===== config.mk =====
export PLATFORM = sky130hd
export DESIGN_NAME = ir_cash_fill
export DESIGN_NICKNAME = d
export VERILOG_FILES = /design/src/rtl/ir_cash_fill_pkg.sv /design/src/rtl/ir_cash_ram.sv /design/src/rtl/ir_cash_fill.sv
export SDC_FILE = /design/constraint.sdc
export NUM_CORES = 2
export LEC_CHECK = 0
export BUFFER_PORTS_ARGS = -buffer_cell sky130_fd_sc_hd__clkbuf_2
export CORE_ASPECT_RATIO = 1.75
export CORE_MARGIN = 4
export CORE_UTILIZATION = 63
export DETAILED_ROUTE_END_ITERATION = 8
export MAX_ROUTING_LAYER = met4
export PLACE_DENSITY = 0.79
export RECOVER_POWER = 100
export SLEW_MARGIN = 10
export SYNTH_ARGS = -nofsm -noshare
export SYNTH_HDL_FRONTEND = slang
export SYNTH_SLANG_ARGS = --single-unit

===== constraint.sdc =====
create_clock -name clk -period 3.31 [get_ports clk]
set_clock_uncertainty 0.15 [all_clocks]
set_input_delay 0.993 -clock clk [delete_from_list [all_inputs] [get_ports clk]]
set_output_delay 0.993 -clock clk [all_outputs]
set_load 0.01 [all_outputs]

===== src/rtl/ir_cash_fill_pkg.sv =====
// Shared widths and FSM state encoding for the instruction cache fill block.
package ir_cash_fill_pkg;

  localparam int CF_DATA_WIDTH     = 8;
  localparam int CF_IR_ADDR_WIDTH  = 8;
  localparam int CF_MEM_ADDR_WIDTH = 16;

  typedef enum logic [1:0] {
    CF_IDLE  = 2'd0,
    CF_FILL  = 2'd1,
    CF_READY = 2'd2
  } cf_state_e;

endpackage


===== src/rtl/ir_cash_ram.sv =====
// Single-clock instruction RAM: one synchronous write port, one registered read port.
module ir_cash_ram
  import ir_cash_fill_pkg::*;
#(
  parameter int DATA_WIDTH = CF_DATA_WIDTH,
  parameter int ADDR_WIDTH = CF_IR_ADDR_WIDTH
) (
  input  logic                  clk,
  input  logic                  we_i,
  input  logic [ADDR_WIDTH-1:0] waddr_i,
  input  logic [DATA_WIDTH-1:0] wdata_i,
  input  logic                  re_i,
  input  logic [ADDR_WIDTH-1:0] raddr_i,
  output logic [DATA_WIDTH-1:0] rdata_o
);

  logic [DATA_WIDTH-1:0] mem_q [2**ADDR_WIDTH];
  logic [DATA_WIDTH-1:0] rdata_q;

  // Read register only loads on a read strobe, so it holds the last word read.
  always_ff @(posedge clk) begin
    if (we_i) mem_q[waddr_i] <= wdata_i;
    if (re_i) rdata_q <= mem_q[raddr_i];
  end

  assign rdata_o = rdata_q;

endmodule


===== src/rtl/ir_cash_fill.sv =====
// Instruction cache: preloads 2**IR_ADDR_WIDTH words from memory, then serves
// decoder reads with one cycle of latency. A reload in READY refills from a new base.
module ir_cash_fill
  import ir_cash_fill_pkg::*;
#(
  parameter int                          DATA_WIDTH     = CF_DATA_WIDTH,
  parameter int                          IR_ADDR_WIDTH  = CF_IR_ADDR_WIDTH,
  parameter int                          MEM_ADDR_WIDTH = CF_MEM_ADDR_WIDTH,
  parameter logic [MEM_ADDR_WIDTH-1:0]   BASE_ADDR      = '0
) (
  input  logic                      clk,
  input  logic                      rst_n,
  input  logic [IR_ADDR_WIDTH-1:0]  i_irp,
  input  logic                      i_ren,
  output logic [DATA_WIDTH-1:0]     o_data,
  output logic                      o_data_valid,
  output logic                      o_cash_init_done,
  input  logic                      i_reload,
  input  logic [MEM_ADDR_WIDTH-1:0] i_base,
  output logic                      o_mem_req,
  output logic [MEM_ADDR_WIDTH-1:0] o_mem_addr,
  input  logic                      i_mem_ack,
  input  logic [DATA_WIDTH-1:0]     i_mem_data
);

  localparam int                CNT_W    = IR_ADDR_WIDTH + 1;
  localparam int                DEPTH    = 2**IR_ADDR_WIDTH;
  localparam logic [CNT_W-1:0]  LAST_IDX = CNT_W'(DEPTH - 1);

  cf_state_e                 state_q, state_d;
  logic [CNT_W-1:0]          fill_cnt_q, fill_cnt_d;
  logic [MEM_ADDR_WIDTH-1:0] base_q, base_d;
  logic                      rvalid_q;
  logic                      rd_seen_q;
  logic                      fill_ack;
  logic                      rd_en;
  logic [DATA_WIDTH-1:0]     ram_rdata;

  assign fill_ack = (state_q == CF_FILL) && i_mem_ack;
  // A reload in the same cycle as a read takes priority and drops the read.
  assign rd_en    = (state_q == CF_READY) && i_ren && !i_reload;

  always_comb begin
    state_d    = state_q;
    fill_cnt_d = fill_cnt_q;
    base_d     = base_q;
    unique case (state_q)
      CF_IDLE: begin
        state_d    = CF_FILL;
        fill_cnt_d = '0;
      end
      CF_FILL: begin
        if (fill_ack) begin
          fill_cnt_d = fill_cnt_q + CNT_W'(1);
          if (fill_cnt_q == LAST_IDX) state_d = CF_READY;
        end
      end
      CF_READY: begin
        if (i_reload) begin
          state_d    = CF_FILL;
          fill_cnt_d = '0;
          base_d     = i_base;
        end
      end
      default: state_d = CF_IDLE;
    endcase
  end

  always_ff @(posedge clk or negedge rst_n) begin
    if (!rst_n) begin
      state_q    <= CF_IDLE;
      fill_cnt_q <= '0;
      base_q     <= BASE_ADDR;
      rvalid_q   <= 1'b0;
      rd_seen_q  <= 1'b0;
    end else begin
      state_q    <= state_d;
      fill_cnt_q <= fill_cnt_d;
      base_q     <= base_d;
      rvalid_q   <= rd_en;
      rd_seen_q  <= rd_seen_q | rd_en;
    end
  end

  ir_cash_ram #(
    .DATA_WIDTH (DATA_WIDTH),
    .ADDR_WIDTH (IR_ADDR_WIDTH)
  ) u_ram (
    .clk     (clk),
    .we_i    (fill_ack),
    .waddr_i (fill_cnt_q[IR_ADDR_WIDTH-1:0]),
    .wdata_i (i_mem_data),
    .re_i    (rd_en),
    .raddr_i (i_irp),
    .rdata_o (ram_rdata)
  );

  // The RAM read register is not reset; present zero until the first real read.
  assign o_data           = rd_seen_q ? ram_rdata : '0;
  assign o_data_valid     = rvalid_q;
  assign o_cash_init_done = (state_q == CF_READY);
  assign o_mem_req        = (state_q == CF_FILL);
  assign o_mem_addr       = base_q + MEM_ADDR_WIDTH'(fill_cnt_q);

endmodule


# Yosys cells after proc, flatten, opt, wreduce, memory -nomap -nowiden
# Memory sizes are Yosys's and may differ from the RTL's. A register that Yosys moved wholly into a read port is not among the register bits.
# Cells that the tools add are included.
totals:
  reg_bits: 29
  n_memories: 1
  elab_cells: 34
  output_inout_bits: 27
  inputBits: 37
  ramBits: 2048
mem_list:
  columns: ["memory", "words", "word_bits", "read_ports", "rd_ports_with_merged_regs", "wr", "line_no", "text"]
  rows:
  - ["u_ram.mem_q", 256, 8, 1, 1, 1, "ir_cash_ram.sv:17", "logic [DATA_WIDTH-1:0] mem_q [2**ADDR_WIDTH];"]
classes:
  add_sub_neg: 2
  eq_ne: 6
  n_reduce_logical: 9
  n_bitwise: 1
  n_mux: 10
op_table:
  columns: ["operator", "n"]
  rows:
  - ["$pmux 9 s3", 1]
  - ["$mux 9", 2]
  - ["$add 16x9->16", 1]
  - ["$add 9x1->9 const B", 1]
  - ["$eq 9x8->1 const B", 1]
  - ["$mux 8", 1]
  - ["$mux 2", 3]
  - ["$ne 2x1->1 const B", 3]
  - ["$pmux 2 s3", 1]
  - ["$reduce_and 3->1", 2]
  - ["$logic_and 1x1->1", 3]
  - ["$reduce_bool 3->1", 1]
  - ["$eq 2x1->1 const B", 1]
  - ["$eq 2x2->1 const B", 1]
  - ["$logic_not 2->1", 1]
  - ["$mux 1", 2]
  - ["$reduce_and 2->1", 1]
  - ["$logic_not 1->1", 1]
  - ["$or 1x1->1", 1]

# Longest topological paths before layout
logic_depth:
  word_depth: 4
  ltp_mapped: 11
  ltp_nobuf: 8

# Cells and area by module
# From an unflattened synthesis, not the netlist that was laid out.
unflattened:
  hier_cells: 3923
  area_unflattened_um2: 81553.2
modules_own_cells:
  columns: ["mod", "cells_each", "area_each_um2", "instances", "seq_area_each_um2"]
  rows:
  - ["ir_cash_ram", 3733, 79636.4, 1, 61739.2]
  - ["ir_cash_fill", 190, 1916.8, 1, 725.7]

# Least setup slack after synthesis
# OpenSTA, ideal clock, no wires.
synth_timing:
  path_kind: "in2reg"
  from: "input i_irp[0]"
  to: "register u_ram.rdata_q[7], in the netlist u_ram.rdata_o[7] (read register of u_ram.mem_q) (data pin)"
  arrival_time_ns: 2.857
  path_slack_ns: 0.045
  t_required_ns: 2.902
  setup_time_ns: 0.258
  path_buffers: 3
  stages: 9
  path_cell_list: "buf_4 -> buf_2 -> buf_2 -> mux4_2 -> a21oi_1 -> o211ai_1 -> nor4_1 -> a21oi_1 -> o221a_2"
synth_lines:
  columns: ["item", "line_no", "text"]
  rows:
  - ["from (decl)", "ir_cash_fill.sv:13", "input logic [IR_ADDR_WIDTH-1:0] i_irp,"]
  - ["to (decl)", "ir_cash_ram.sv:18", "logic [DATA_WIDTH-1:0] rdata_q;"]

# Final worst setup path
layout_timing:
  from: "register fill_cnt_q[0]"
  to: "output o_mem_addr[12]"
layout_via:
  elab_chain_len: 1
layout_lines:
  columns: ["item", "line_no", "text"]
  rows:
  - ["from (decl)", "ir_cash_fill.sv:31", "logic [CNT_W-1:0] fill_cnt_q, fill_cnt_d;"]
  - ["from (signal assigned)", "ir_cash_fill.sv:78", "fill_cnt_q <= fill_cnt_d;"]
  - ["$add 16x9->16", "ir_cash_fill.sv:103", "assign o_mem_addr = base_q + MEM_ADDR_WIDTH'(fill_cnt_q);"]
  - ["to (decl)", "ir_cash_fill.sv:21", "output logic [MEM_ADDR_WIDTH-1:0] o_mem_addr,"]
# Every way passes these cells.

==> implementation parameters <==
Parameter                              Value

Logic synthesis
  Portion of synthesized cell area occupied by the leading cell type ... 76.5%
  Cell Area, Synth ... 0.0807 sq mm
  Number of synthesized flops with an enable pin ... 2056
  Synth top area cells ... sky130_fd_sc_hd__edfxtp_1 (77%), sky130_fd_sc_hd__mux4_2 (13%), sky130_fd_sc_hd__nor2_1 (1.4%)
  Post-synthesis cell count ... 3822
  Syn_area_per_cell ... 21.1 sq um
  FFs w/ async S/R, synth ... 1.39%
  Synthesized netlist net count ... 3874
  Flops & latches, synth ... 2085
  Synth Flop Type ... sky130_fd_sc_hd__edfxtp_1
  Post-synthesis sequential area ratio ... 77.4%
  Most used standard cells in the synthesized netlist ... sky130_fd_sc_hd__edfxtp_1 (2056), sky130_fd_sc_hd__mux4_2 (481), sky130_fd_sc_hd__nor2_1 (303)
  Number of distinct library cell variants in the gate-level netlist after synthesis ... 52
  Count of synthesis-stage warnings from yosys ... 0
  Cell taking the most area after synthesis ... sky130_fd_sc_hd__edfxtp_1
  Count leader, synth ... sky130_fd_sc_hd__edfxtp_1

STA
  Fin. Hold Viols ... 0
  Slew @ Worst Pin ... 2970 ps
  Number of slew-limit violations in the final report ... 534
  Post-Route Setup TNS ... -22650 ps
  Fmax ... 0.245 GHz
  Final setup violation count ... 261
  Final cycle utilization of the critical path ... 123%
  Time the final worst path needs with I/O delays and setup ... 4090 ps
  Relative slew slack ... -98.3%
  Setup repair after global routing missed its margin ... yes
  Post-route setup slack ... -777 ps

Run status
  Run status ... finished with violations
  Violations in the final reports ... max-capacitance violations, max-slew violations, negative setup slack

Detailed routing
  Detailed-route wire length ... 222 mm
  Number of iterations in the first detailed-routing pass ... 8
  Detailed router's first-iteration violation count ... 6284
  Via/cell ratio ... 7.01
  DRC ... 0
  Vias after detailed routing ... 44500
  Post-detailed-route wirelength per cell ... 35.0 um
  ANT nets after route ... 0

Floorplanning
  Number of rows in the core area ... 173
  Die width ... 279 um
  Area of the core region ... 0.127 sq mm
  Effective utilization at floorplan ... 63.5%
  DIE AREA ... 0.134 sq mm
  Die Span Y ... 481 um
  Number of ports placed on the die boundary ... 64

Pwr
  Switching power ... 11.9 mW
  Switching share of total power ... 22.3%
  Clock network fraction of total power ... 37.6%
  Internal power contribution ... 41.6 mW
  Leakage dissipation ... 30.9 nW
  Max VDD drop ... 826 uV
  Logic pwr share ... 7.6%
  Fraction of power consumed by sequential logic ... 54.7%
  PwrDens ... 571 mW/mm^2
  Sum of internal, switching and leakage power ... 53.5 mW

Place
  Worst-case setup slack after placement ... -1200 ps
  Area of placed instances ... 0.0885 sq mm
  Port Buffers ... 63
  Global placer's final weighted congestion ... 0.924
  DP Wirelength ... 139 mm

Clocking
  Bufs on Longest Clock Path ... 3
  Number of buffers created by CTS ... 163
  Source-to-sink clock delay at the later pin of the worst-skew pair ... 820 ps
  TritonCTS clock tree ... built
  Post-CTS Hold Buffers ... 0
  Cell at the root of the clock tree ... sky130_fd_sc_hd__clkbuf_16
  Clock transition at the registers of the reported paths ... 80 ps
  Deepest level of the CTS H-tree ... 4
  Clock sink total ... 2085

Worst setup path
  Data required time at the worst endpoint ... 2170 ps
  Worst setup path class ... register to output port
  Crit path max fanout ... 4
  Number of cell instances on the worst register-to-register path ... 5
  Data arrival, critical path ... 2940 ps
  CP Launch Type ... register
  Type of destination of the critical path ... output port
  Internal reg-to-reg setup slack ... -30 ps

Global routing
  Vias in the first global route ... 45900
  Largest net degree at the start of global routing ... 113
  Wire length of the first global-routing pass ... 320 mm
  Initial antenna violation count ... 13
  Total routing resource utilization after global routing ... 34.6%
  Grt total ovfl ... 0

Cells and area
  Post-Layout Inst Area ... 0.0937 sq mm
  Fraction of layout instances using a drive strength above 1 ... 32.8%
  Area added between synthesis and finish ... 16.1%
  NumNets Final ... 4589

Hold path
  Min-Delay Path Depth ... 2
  HP Class ... input port to register

Job
  Max Cap Violations ... 9
[placed cells by master (no fill, tap or decap), drive strengths merged, types with 2 or more instances in the layout]
cell	instances
nor3	5
clkinvlp	14
buf	684
mux2i	89
nand2	58
o22ai	80
nor2	303
o21ai	14
a22o	17
a31oi	21
and3	23
edfxtp	2056
a21o	3
clkbuf	280
diode	17
xnor2	7
nand2b	4
o21bai	2
o221ai	16
inv	16
or2	6
nand3	27
nor2b	14
bufinv	20
nor4	23
a22oi	77
and2	44
xor2	11
a211oi	62
mux2	16
dfrtp	29
o211ai	9
ha	14
a21oi	63
o221a	3
or3	3
clkinv	63
mux4	481
[critical path, stage by stage, from the launching register on]
cell	delay, ps
sky130_fd_sc_hd__dfrtp_1	410
sky130_fd_sc_hd__ha_2	200
sky130_fd_sc_hd__fa_2	350
sky130_fd_sc_hd__a21o_1	180
sky130_fd_sc_hd__a21oi_2	150
sky130_fd_sc_hd__o21bai_1	120
sky130_fd_sc_hd__a31oi_1	150
sky130_fd_sc_hd__buf_4	140
sky130_fd_sc_hd__o21ai_1	80
sky130_fd_sc_hd__xor2_1	210
sky130_fd_sc_hd__buf_2	170
[cell type report]
cell class	instances	area [sq um]
inverters	8	30.0
flip-flops and latches	2085	62500
clock buffers	192	4290
fillers	6467	33300
diodes	17	42.5
multi-input cells	1507	17200
well taps	1662	2080
clock inverters	105	1130
repair buffers	772	6430
[cell families (layout without fill, tap and decap cells)]
family | count (synthesis) | in the layout | synth area share [%]
AO/OA/AOI/OAI | 373 | 373 | 3.17
XOR/XNOR | 18 | 18 | 0.195
other | 0 | 17 | 0
adder cells (fa/ha/maj) | 15 | 15 | 0.242
multiplexers | 586 | 586 | 14.8
buffers and inverters | 230 | 1077 | 1.39
flip-flops | 2085 | 2085 | 77.4
AND/OR/NAND/NOR | 515 | 515 | 2.84
[layer usage]
| layer | GRT usage [%] | part of all wire (%) | up-vias |
|---|---|---|---|
| met5 | - | 0 | - |
| met4 | 24.5 | 9.2 | 0 |
| met3 | 5.84 | 9.2 | 925 |
| met2 | 56.7 | 52 | 3536 |
| met1 | 38.8 | 30 | 22700 |
| li1 | - | - | 17400 |
[power groups by stage]
| stage | Combinational, mW | Sequential, mW | Clock, mW |
|---|---|---|---|
| 2_1_floorplan | 1.75 | 29.8 | 0 |
| 3_3_place_gp | 3.85 | 29.8 | 0 |
| 3_5_place_dp | 3.95 | 29.8 | 0 |
| 4_1_cts | 4.05 | 29.3 | 20.2 |
| 5_1_grt | 4.22 | 29.3 | 21.4 |
| 6_report | 4.08 | 29.3 | 20.1 |
[flip-flops by register name, summed over array words and instances (netlist names)]
signal,flops
u_ram.rdata_o,8
u_ram.mem_q,2048
state_q,2
base_q,16
o_data_valid,1
rd_seen_q,1
fill_cnt_q,9
[path summary, 6_finish.rpt]
path | end | startpoint
max | o_mem_addr[12] | fill_cnt_q[0]$_DFFE_PN0P_
max in group asynchronous | fill_cnt_q[1]$_DFFE_PN0P_ | rst_n
max reg2reg | u_ram.mem_q[157][2]$_DFFE_PP_ | fill_cnt_q[6]$_DFFE_PN0P_
min in group asynchronous | base_q[9]$_DFFE_PN0P_ | rst_n
min | base_q[9]$_DFFE_PN0P_ | i_base[9]
min reg2reg | base_q[0]$_DFFE_PN0P_ | base_q[0]$_DFFE_PN0P_
[repair_timing]
| item | CTS | global route |
|---|---|---|
| pin swaps | 15 | 2 |
| endpoints found under the setup margin | 15 | 15 |
| setup buffers | 5 | 2 |
| resized for setup | 12 | 18 |
| gates cloned | 0 | 0 |
[stage by stage]
step	hold WS [ps]	util, %	std cells
after CTS	105	74.0	6329
after global placement	345	69.7	6028
final	270	73.8	6348
after detailed placement	355	69.7	6028
after global routing	259	73.7	6343
after floorplan	328	-	3822
Power figures use the tool's default switching activity.
